File: config.mk
export PLATFORM = sky130hd
export DESIGN_NAME = hw_accel_pixel_packer
export DESIGN_NICKNAME = d
export VERILOG_FILES = /design/src/rtl/hw_accel_pixel_packer.sv
export SDC_FILE = /design/constraint.sdc
export NUM_CORES = 1
export LEC_CHECK = 0
export CORE_ASPECT_RATIO = 0.5
export CORE_MARGIN = 5
export CORE_UTILIZATION = 45
export DETAILED_ROUTE_END_ITERATION = 8
export DONT_BUFFER_PORTS = 1
export PLACE_DENSITY = 0.56
export SLEW_MARGIN = 20
export SYNTH_ARGS = -nofsm -noshare
export SYNTH_HDL_FRONTEND = slang
export SYNTH_SLANG_ARGS = --single-unit
File: constraint.sdc
create_clock -name clk -period 4.63 [get_ports clk]
set_input_delay 0.6945 -clock clk [delete_from_list [all_inputs] [get_ports clk]]
set_output_delay 0.6945 -clock clk [all_outputs]
set_load 0.02 [all_outputs]
File: src/rtl/hw_accel_pixel_packer.sv
// hw_accel_pixel_packer
// Packs an 8-bit pixel stream into little-endian OUT_WIDTH-bit words.
// Each word carries a last-of-frame tag. Words are buffered in a show-ahead
// FIFO so the consumer can stall. The pixel source has no ready signal, so a
// full FIFO drops the completed word and sets a sticky overflow flag.
// Optional feature macro: HW_ACCEL_PACKER_FRAME_CNT_EN adds frame_done and
// frame_count outputs.
module hw_accel_pixel_packer #(
    parameter int DATA_WIDTH = 8,
    parameter int OUT_WIDTH  = 32,
    parameter int IMG_WIDTH  = 512,
    parameter int IMG_HEIGHT = 512,
    parameter int FIFO_DEPTH = 16
) (
    input  logic                  clk,
    input  logic                  rst_n,
    input  logic [DATA_WIDTH-1:0] pixel_in,
    input  logic                  pixel_in_valid,
    input  logic                  pixel_in_sof,
    output logic [OUT_WIDTH-1:0]  word_out,
    output logic                  word_out_valid,
    output logic                  word_out_last,
    input  logic                  word_out_ready,
    output logic                  overflow,
    input  logic                  overflow_clr
`ifdef HW_ACCEL_PACKER_FRAME_CNT_EN
    ,
    output logic                  frame_done,
    output logic [15:0]           frame_count
`endif
);

    localparam int PPW   = OUT_WIDTH / DATA_WIDTH;
    localparam int TOTAL = IMG_WIDTH * IMG_HEIGHT;
    localparam int SW    = (PPW > 1) ? $clog2(PPW) : 1;
    localparam int PW    = (TOTAL > 1) ? $clog2(TOTAL) : 1;
    localparam int AW    = $clog2(FIFO_DEPTH);
    localparam int CW    = AW + 1;

    localparam logic [SW-1:0] SLOT_LAST = SW'(PPW - 1);
    localparam logic [PW-1:0] PIX_LAST  = PW'(TOTAL - 1);
    localparam logic [CW-1:0] FIFO_FULL = CW'(FIFO_DEPTH);

    logic [SW-1:0]        slot_q, slot_d, eff_slot;
    logic [PW-1:0]        pix_q, pix_d, eff_pix;
    logic [OUT_WIDTH-1:0] part_q, part_d, cur_word;
    logic                 complete, word_last;
    logic [AW-1:0]        wr_ptr_q, wr_ptr_d, rd_ptr_q, rd_ptr_d;
    logic [CW-1:0]        count_q, count_d;
    logic                 ovf_q, ovf_d;
    logic                 fifo_empty, fifo_full, wr_en, rd_en, drop;
    logic [OUT_WIDTH:0]   mem [FIFO_DEPTH];
    logic [OUT_WIDTH:0]   head;

    // SOF forces the pixel into slot 0 of frame position 0
    always_comb begin
        eff_slot  = pixel_in_sof ? '0 : slot_q;
        eff_pix   = pixel_in_sof ? '0 : pix_q;
        complete  = pixel_in_valid && (eff_slot == SLOT_LAST);
        word_last = (eff_pix == PIX_LAST);
    end

    // Per-lane merge: the incoming pixel takes its slot; slot 0 starts a clean word
    generate
        for (genvar gi = 0; gi < PPW; gi++) begin : g_lane
            assign cur_word[gi*DATA_WIDTH +: DATA_WIDTH] =
                (eff_slot == SW'(gi)) ? pixel_in :
                (eff_slot == '0)      ? '0       :
                                        part_q[gi*DATA_WIDTH +: DATA_WIDTH];
        end
    endgenerate

    // Slot, frame position and partial word advance on every accepted pixel
    always_comb begin
        slot_d = slot_q;
        pix_d  = pix_q;
        part_d = part_q;
        if (pixel_in_valid) begin
            slot_d = complete ? '0 : eff_slot + SW'(1);
            pix_d  = word_last ? '0 : eff_pix + PW'(1);
            part_d = complete ? '0 : cur_word;
        end
    end

    // FIFO control: a read frees a slot for a same-cycle write when full
    always_comb begin
        fifo_empty = (count_q == '0);
        fifo_full  = (count_q == FIFO_FULL);
        rd_en      = !fifo_empty && word_out_ready;
        wr_en      = complete && (!fifo_full || rd_en);
        drop       = complete && fifo_full && !rd_en;
        wr_ptr_d   = wr_en ? wr_ptr_q + AW'(1) : wr_ptr_q;
        rd_ptr_d   = rd_en ? rd_ptr_q + AW'(1) : rd_ptr_q;
        count_d    = count_q;
        case ({wr_en, rd_en})
            2'b10:   count_d = count_q + CW'(1);
            2'b01:   count_d = count_q - CW'(1);
            default: count_d = count_q;
        endcase
        ovf_d = drop ? 1'b1 : (overflow_clr ? 1'b0 : ovf_q);
    end

    // State registers
    always_ff @(posedge clk or negedge rst_n) begin
        if (!rst_n) begin
            slot_q   <= '0;
            pix_q    <= '0;
            part_q   <= '0;
            wr_ptr_q <= '0;
            rd_ptr_q <= '0;
            count_q  <= '0;
            ovf_q    <= 1'b0;
        end else begin
            slot_q   <= slot_d;
            pix_q    <= pix_d;
            part_q   <= part_d;
            wr_ptr_q <= wr_ptr_d;
            rd_ptr_q <= rd_ptr_d;
            count_q  <= count_d;
            ovf_q    <= ovf_d;
        end
    end

    // Word storage; contents are only visible while the FIFO is non-empty
    always_ff @(posedge clk) begin
        if (wr_en) begin
            mem[wr_ptr_q] <= {word_last, cur_word};
        end
    end

    // Show-ahead head; forced to zero when empty so reset clears outputs at once
    always_comb begin
        head           = mem[rd_ptr_q];
        word_out_valid = !fifo_empty;
        word_out       = fifo_empty ? '0 : head[OUT_WIDTH-1:0];
        word_out_last  = !fifo_empty && head[OUT_WIDTH];
        overflow       = ovf_q;
    end

`ifdef HW_ACCEL_PACKER_FRAME_CNT_EN
    logic        frame_done_q;
    logic [15:0] frame_count_q;

    // Pulse after a last-tagged word is taken; count follows the pulse
    always_ff @(posedge clk or negedge rst_n) begin
        if (!rst_n) begin
            frame_done_q  <= 1'b0;
            frame_count_q <= '0;
        end else begin
            frame_done_q  <= rd_en && word_out_last;
            frame_count_q <= frame_done_q ? frame_count_q + 16'd1 : frame_count_q;
        end
    end

    assign frame_done  = frame_done_q;
    assign frame_count = frame_count_q;
`endif

endmodule

Word level (Yosys, flattened, before mapping) --
Memories as Yosys holds them, arrays and structs flattened. Index checks and enable logic that the tools add are counted.
Storage, ports and cells: memories kept 1, memory bits (writable) 528, word-level logic and storage cells 53, register bits after elaboration 66
Cells by class: equality and inequality tests 7, add/subtract/negate cells 6, multiplexer cells 18, reductions and logical operators 14
Memory list:
- mem | depth 16, width 33, rd ports 1, clocked after memory_dff 0, write ports 1, RTL line 52 | logic [OUT_WIDTH:0] mem [FIFO_DEPTH];
Operators with widths (count):
- two-way mux 32 bit | 2
- two-way mux 8 bit | 7
- two-way mux 18 bit | 2
- adder 18 x 1 -> 18 bit, second input constant | 1
- equality test 18 bit, second input constant | 1
- one-hot mux 5 bit (2 select lines) | 1
- adder 4 x 1 -> 4 bit, second input constant | 2
- equality test 2 bit, second input constant | 3
- logical AND 1 bit | 6
- adder 5 x 1 -> 5 bit, second input constant | 1
- equality test 5 bit, second input constant | 1
- logical NOT 5 bit | 1
- subtractor 5 x 1 -> 5 bit, second input constant | 1
- equality test 2 x 1 -> 1 bit, second input constant | 2
- two-way mux 1 bit | 4
- two-way mux 2 bit | 2
- nonzero test 2 bit | 2
- logical NOT 1 bit | 3
- adder 2 x 1 -> 2 bit, second input constant | 1
- logical NOT 2 bit | 1
- logical OR 1 bit | 1

Logic depth before layout (Yosys ltp) --
word-level depth 7, mapped depth 12

Worst setup path before layout --
OpenSTA, ideal clock, no wires.
path kind input port to flip-flop, start point in pixel_in_sof, end point mem mem[3][0] in the netlist's numbering (enable), stages 8, setup slack -0.316 ns, data arrival time 4.482 ns, setup time 0.464 ns, path buffers 2, cells stage by stage clkbuf_1 > buf_1 > nor2b_1 > ha_1 > nand2_1 > a31oi_2 > nand2_1 > nor3_1
On the way: longest elaborated chain between the ends 6
Ends and longest elaborated chain:
- start, declared | RTL line 19 | input logic pixel_in_sof,
- two-way mux 2 bit | RTL line 57 | eff_slot = pixel_in_sof ? '0 : slot_q;
- equality test 2 bit | RTL line 59 | complete = pixel_in_valid && (eff_slot == SLOT_LAST);
- logical AND 1 bit | RTL line 59
- logical AND 1 bit | RTL line 90 | wr_en = complete && (!fifo_full || rd_en);
- two-way mux 1 bit | RTL line 126 | if (wr_en) begin
- two-way mux 1 bit (not written as such) | RTL line 127 | mem[wr_ptr_q] <= {word_last, cur_word};
- end, declared | RTL line 52
No other way between the ends.

Final worst setup path --
start point reg count_q[1], end point out word_out[11]
On the way: longest elaborated chain between the ends 2
Ends and longest elaborated chain:
- start, declared | RTL line 49 | logic [CW-1:0] count_q, count_d;
- start signal, assigned | RTL line 119 | count_q <= count_d;
- logical NOT 5 bit | RTL line 87 | fifo_empty = (count_q == '0);
- two-way mux 32 bit | RTL line 135 | word_out = fifo_empty ? '0 : head[OUT_WIDTH-1:0];
- end, declared | RTL line 20 | output logic [OUT_WIDTH-1:0] word_out,
No other way between the ends.

==> impl_metrics.csv <==
group,metric,value,unit
place,place_ws,0.979,ns
critical_path,worstPathRequired,3.94,ns
place,gp_congestion,0.758,
global_route,grt_max_degree,67,
sta,worst_pin_slew,1.00,ns
power,power.internal,10.5,mW
critical_path,path_class,"register to output port",
drt,wl,54200,µm
drt,drcViolationCount,0,
critical_path,reg2reg_to,"mem[9][14]$_DFFE_PP_",
clock_network,root_buffer,"clkbuf_16",
drt,post_drt_wl_per_cell,27.9,µm
die,die_area,57300,µm²
critical_path,worst-r2r-cell-count,8,
worst_hold_path,worstHoldPathType,"input pin to register",
clock_network,numCtsBuffers,52,
clock_network,clkLatencyLatePin,0.58,ns
synth,synth-seq-area-share,74.3,%
global_route,grt_pass1_wl,80500,µm
critical_path,crit_path_max_fanout,33,
power,pwr-share-comb,26.7,%
power,swShare,30.9,%
power,power_density,569,nW/µm²
sta,whs,0.195,ns
global_route,antenna_found_initial,2,
die,rows,59,
drt,drtPass1Iterations,5,
clock_network,h-tree-depth,2,
place,port-buffer-count,0,
die,die_x,334,µm
sta,period_share,87.1,%
synth,syn_inst,1169,
drt,avgViaCountPerCell,5.97,
critical_path,r2r-start,"slot_q[0]$_DFFE_PN0P_",
critical_path,endpoint_kind,"output port",
clock_network,cts_resized,0,
place,place_inst,1839,
synth,synth_cell_types,52,
sta,slew_viol_final,0,
finish,finalNonFillerCells,1941,
die,core-area,51900,µm²
power,switchingPower,4.70,mW
sta,fmax,248,MHz
worst_hold_path,hold_path_end,"pix_q[4]$_DFFE_PN0P_",
global_route,grt_pass1_vias,11900,
sta,relSlewSlack,33.1,%
clock_network,cts.sinks,594,
clock_network,clock_path_buffers,3,
global_route,grt_usage,19.0,%
die,die_h,172,µm
critical_path,r2r_setup_slack,1.35,ns
critical_path,crit_start,"count_q[1]$_DFFE_PN0P_",
sta,period_minus_slack,4.03,ns
synth,ys.flop_type,"edfxtp_1",
power,power_leakage,8.79,nW
sta,rsz0062_at_grt,"no",
clock_network,cts_tree,"built",
global_route,gr-total-overflow,0,
critical_path,worst_ep_arrival_time,3.34,ns
finish,area_delta_synth_final,13.2,%
sta,clock_skew,0.0184,ns
die,io_pins,49,
clock_network,cts_setup_buffers,0,
sta,setup_tns,0,ns
sta,setup_ws,0.598,ns
finish,nNetsFinal,1219,
flow_run,maxCapViolations,0,
drt,vias,11600,
power,ir_drop,345,µV
synth,avgSynthCellArea,20.1,µm²
power,seqPwrFrac,42.3,%
drt,first_iter_violations,1076,
synth,synth_edf_count,528,
synth,synth_area,23500,µm²
sta,finalSetupViolations,0,
worst_hold_path,hold_start,"pixel_in_sof",
place,dp_hpwl,32600,µm
clock_network,cts.reportedPaths.clkPinSlew,0.07,ns
synth,synth-seq-cells,594,
critical_path,start_kind,"register",
sta,hold_violations,0,
synth,yosys_warnings,0,
power,clockPowerShare,31.1,%
finish,drive_gt1_share,24.2,%
finish,final_util,51.4,%
die,floorplan.initialDensity,45.4,%
synth,async_reset_ff_share,11.1,%
drt,ant_nets,0,
status,run_status,"finished clean",
worst_hold_path,holdPathStages,1,
synth,synth_nets,1194,
==> per-layer routing <==
metal / GRT usage [%] / part of all wire, % / up-vias
met5: 0 / 0 / -
met4: 3.00 / 1.2 / 0
met3: 5.06 / 7.9 / 58
met2: 28.9 / 45 / 380
met1: 28.6 / 45 / 6253
li1: - / - / 4895
==> synthesized netlist by cell type, types with 6 or more instances <==
| cell | count | area (µm²) |
|---|---|---|
| nor2_1 | 36 | 135 |
| ha_1 | 11 | 138 |
| o2bb2ai_1 | 7 | 61.3 |
| nand3_1 | 11 | 55.1 |
| a21oi_1 | 9 | 45.0 |
| and2_1 | 8 | 50.1 |
| mux2i_1 | 72 | 721 |
| edfxtp_1 | 528 | 15900 |
| nand2b_1 | 8 | 50.1 |
| xnor2_1 | 9 | 78.8 |
| dfrtp_1 | 66 | 1650 |
| nor3_1 | 11 | 55.1 |
| buf_2 | 25 | 125 |
| a22o_1 | 48 | 420 |
| clkbuf_1 | 29 | 109 |
| nand2_1 | 22 | 82.6 |
| buf_4 | 7 | 52.6 |
| and3_1 | 7 | 43.8 |
| o22ai_1 | 35 | 219 |
| o21ai_0 | 14 | 70.1 |
| mux4_2 | 132 | 2970 |
| buf_1 | 7 | 26.3 |
| inv_1 | 11 | 41.3 |
| mux2_2 | 10 | 113 |
| nand4_1 | 6 | 37.5 |
==> critical path, cell delays in order, from the launching register on <==
cell	delay (ns)
dfrtp_1	0.47
nor4_2	0.48
nand2b_1	0.48
nand2b_2	0.89
o22ai_1	0.41
==> cell families after synthesis <==
logic type / share of synthesized area, %
xor+xnor: 0.372
buf+inv: 1.52
compound gates: 3.97
mux: 16.2
flops: 74.3
simple gates: 3.04
fa+ha+maj: 0.584
==> power by group through the flow <==
stage	clock [mW]	combinational (mW)	sequential (mW)
2_1_floorplan	0	3.21	6.22
3_3_place_gp	0	4.04	6.52
3_5_place_dp	0	4.09	6.53
4_1_cts	4.82	4.12	6.42
5_1_grt	5.04	4.31	6.44
6_report	4.72	4.05	6.42
==> placed cells by master (no fill, tap or decap), types with 3 or more instances in the layout <==
master,count
nand4_1,6
nor3_1,7
mux2i_1,72
clkinvlp_4,8
clkinv_1,5
o22ai_1,35
and2_1,8
nor2_4,12
a22o_1,48
o2bb2ai_1,7
nor2_1,23
and3_1,6
ha_1,11
nor4_1,3
nand2b_1,7
nand2_1,21
clkinv_2,7
clkbuf_16,54
nor2b_1,5
a21oi_1,9
nand3_1,11
mux4_2,132
mux2_2,10
buf_12,16
o21ai_0,14
inv_1,11
buf_4,21
clkbuf_8,7
o31ai_1,3
edfxtp_1,528
dfrtp_1,63
dfrtp_4,3
nor3_4,4
bufinv_16,9
xnor2_1,9
clkbuf_1,7
==> flip-flops by register name, indices dropped and copies added, names as in the netlist <==
name / flops
mem: 528
part_q: 32
pix_q: 18
count_q: 5
rd_ptr_q: 4
wr_ptr_q: 4
slot_q: 2
overflow: 1
==> how the worst max path moves through the flow <==
| stage | to | slack (ns) | cells after the start |
|---|---|---|---|
| after floorplan | mem[15][0]$_DFFE_PP_ | 0.57 | 8 |
| after global placement | mem[9][13]$_DFFE_PP_ | 1.08 | 8 |
| after detailed placement | mem[9][13]$_DFFE_PP_ | 0.98 | 8 |
| after CTS | word_out[11] | 0.58 | 4 |
| after global routing | word_out[11] | 0.35 | 4 |
| final | word_out[11] | 0.60 | 4 |
==> area by class of cell <==
| class | count | area, µm² |
|---|---|---|
| fill | 4042 | 25200 |
| sequential | 594 | 17500 |
| multi-input combinational | 495 | 5830 |
| clock buffer | 68 | 1470 |
| tap | 701 | 877 |
| timing repair buffer | 39 | 515 |
| clock inverter | 30 | 405 |
| inverter | 12 | 45.0 |
| antenna | 2 | 5.00 |
==> metrics by stage <==
step	power, mW	instance area (µm²)
6_report	15.2	26700
5_1_grt	15.8	26700
4_1_cts	15.4	26700
3_5_place_dp	10.6	24700
3_3_place_gp	10.6	24700
2_1_floorplan	9.43	23600
==> repair_timing <==
| item | 4_1_cts | 5_1_grt |
|---|---|---|
| hold buffers | 2 | 0 |
| endpoints found under the setup margin | 0 | 0 |
| endpoints found under the hold margin | 66 | 0 |
Note: power is estimated with default switching activity, not from simulation.
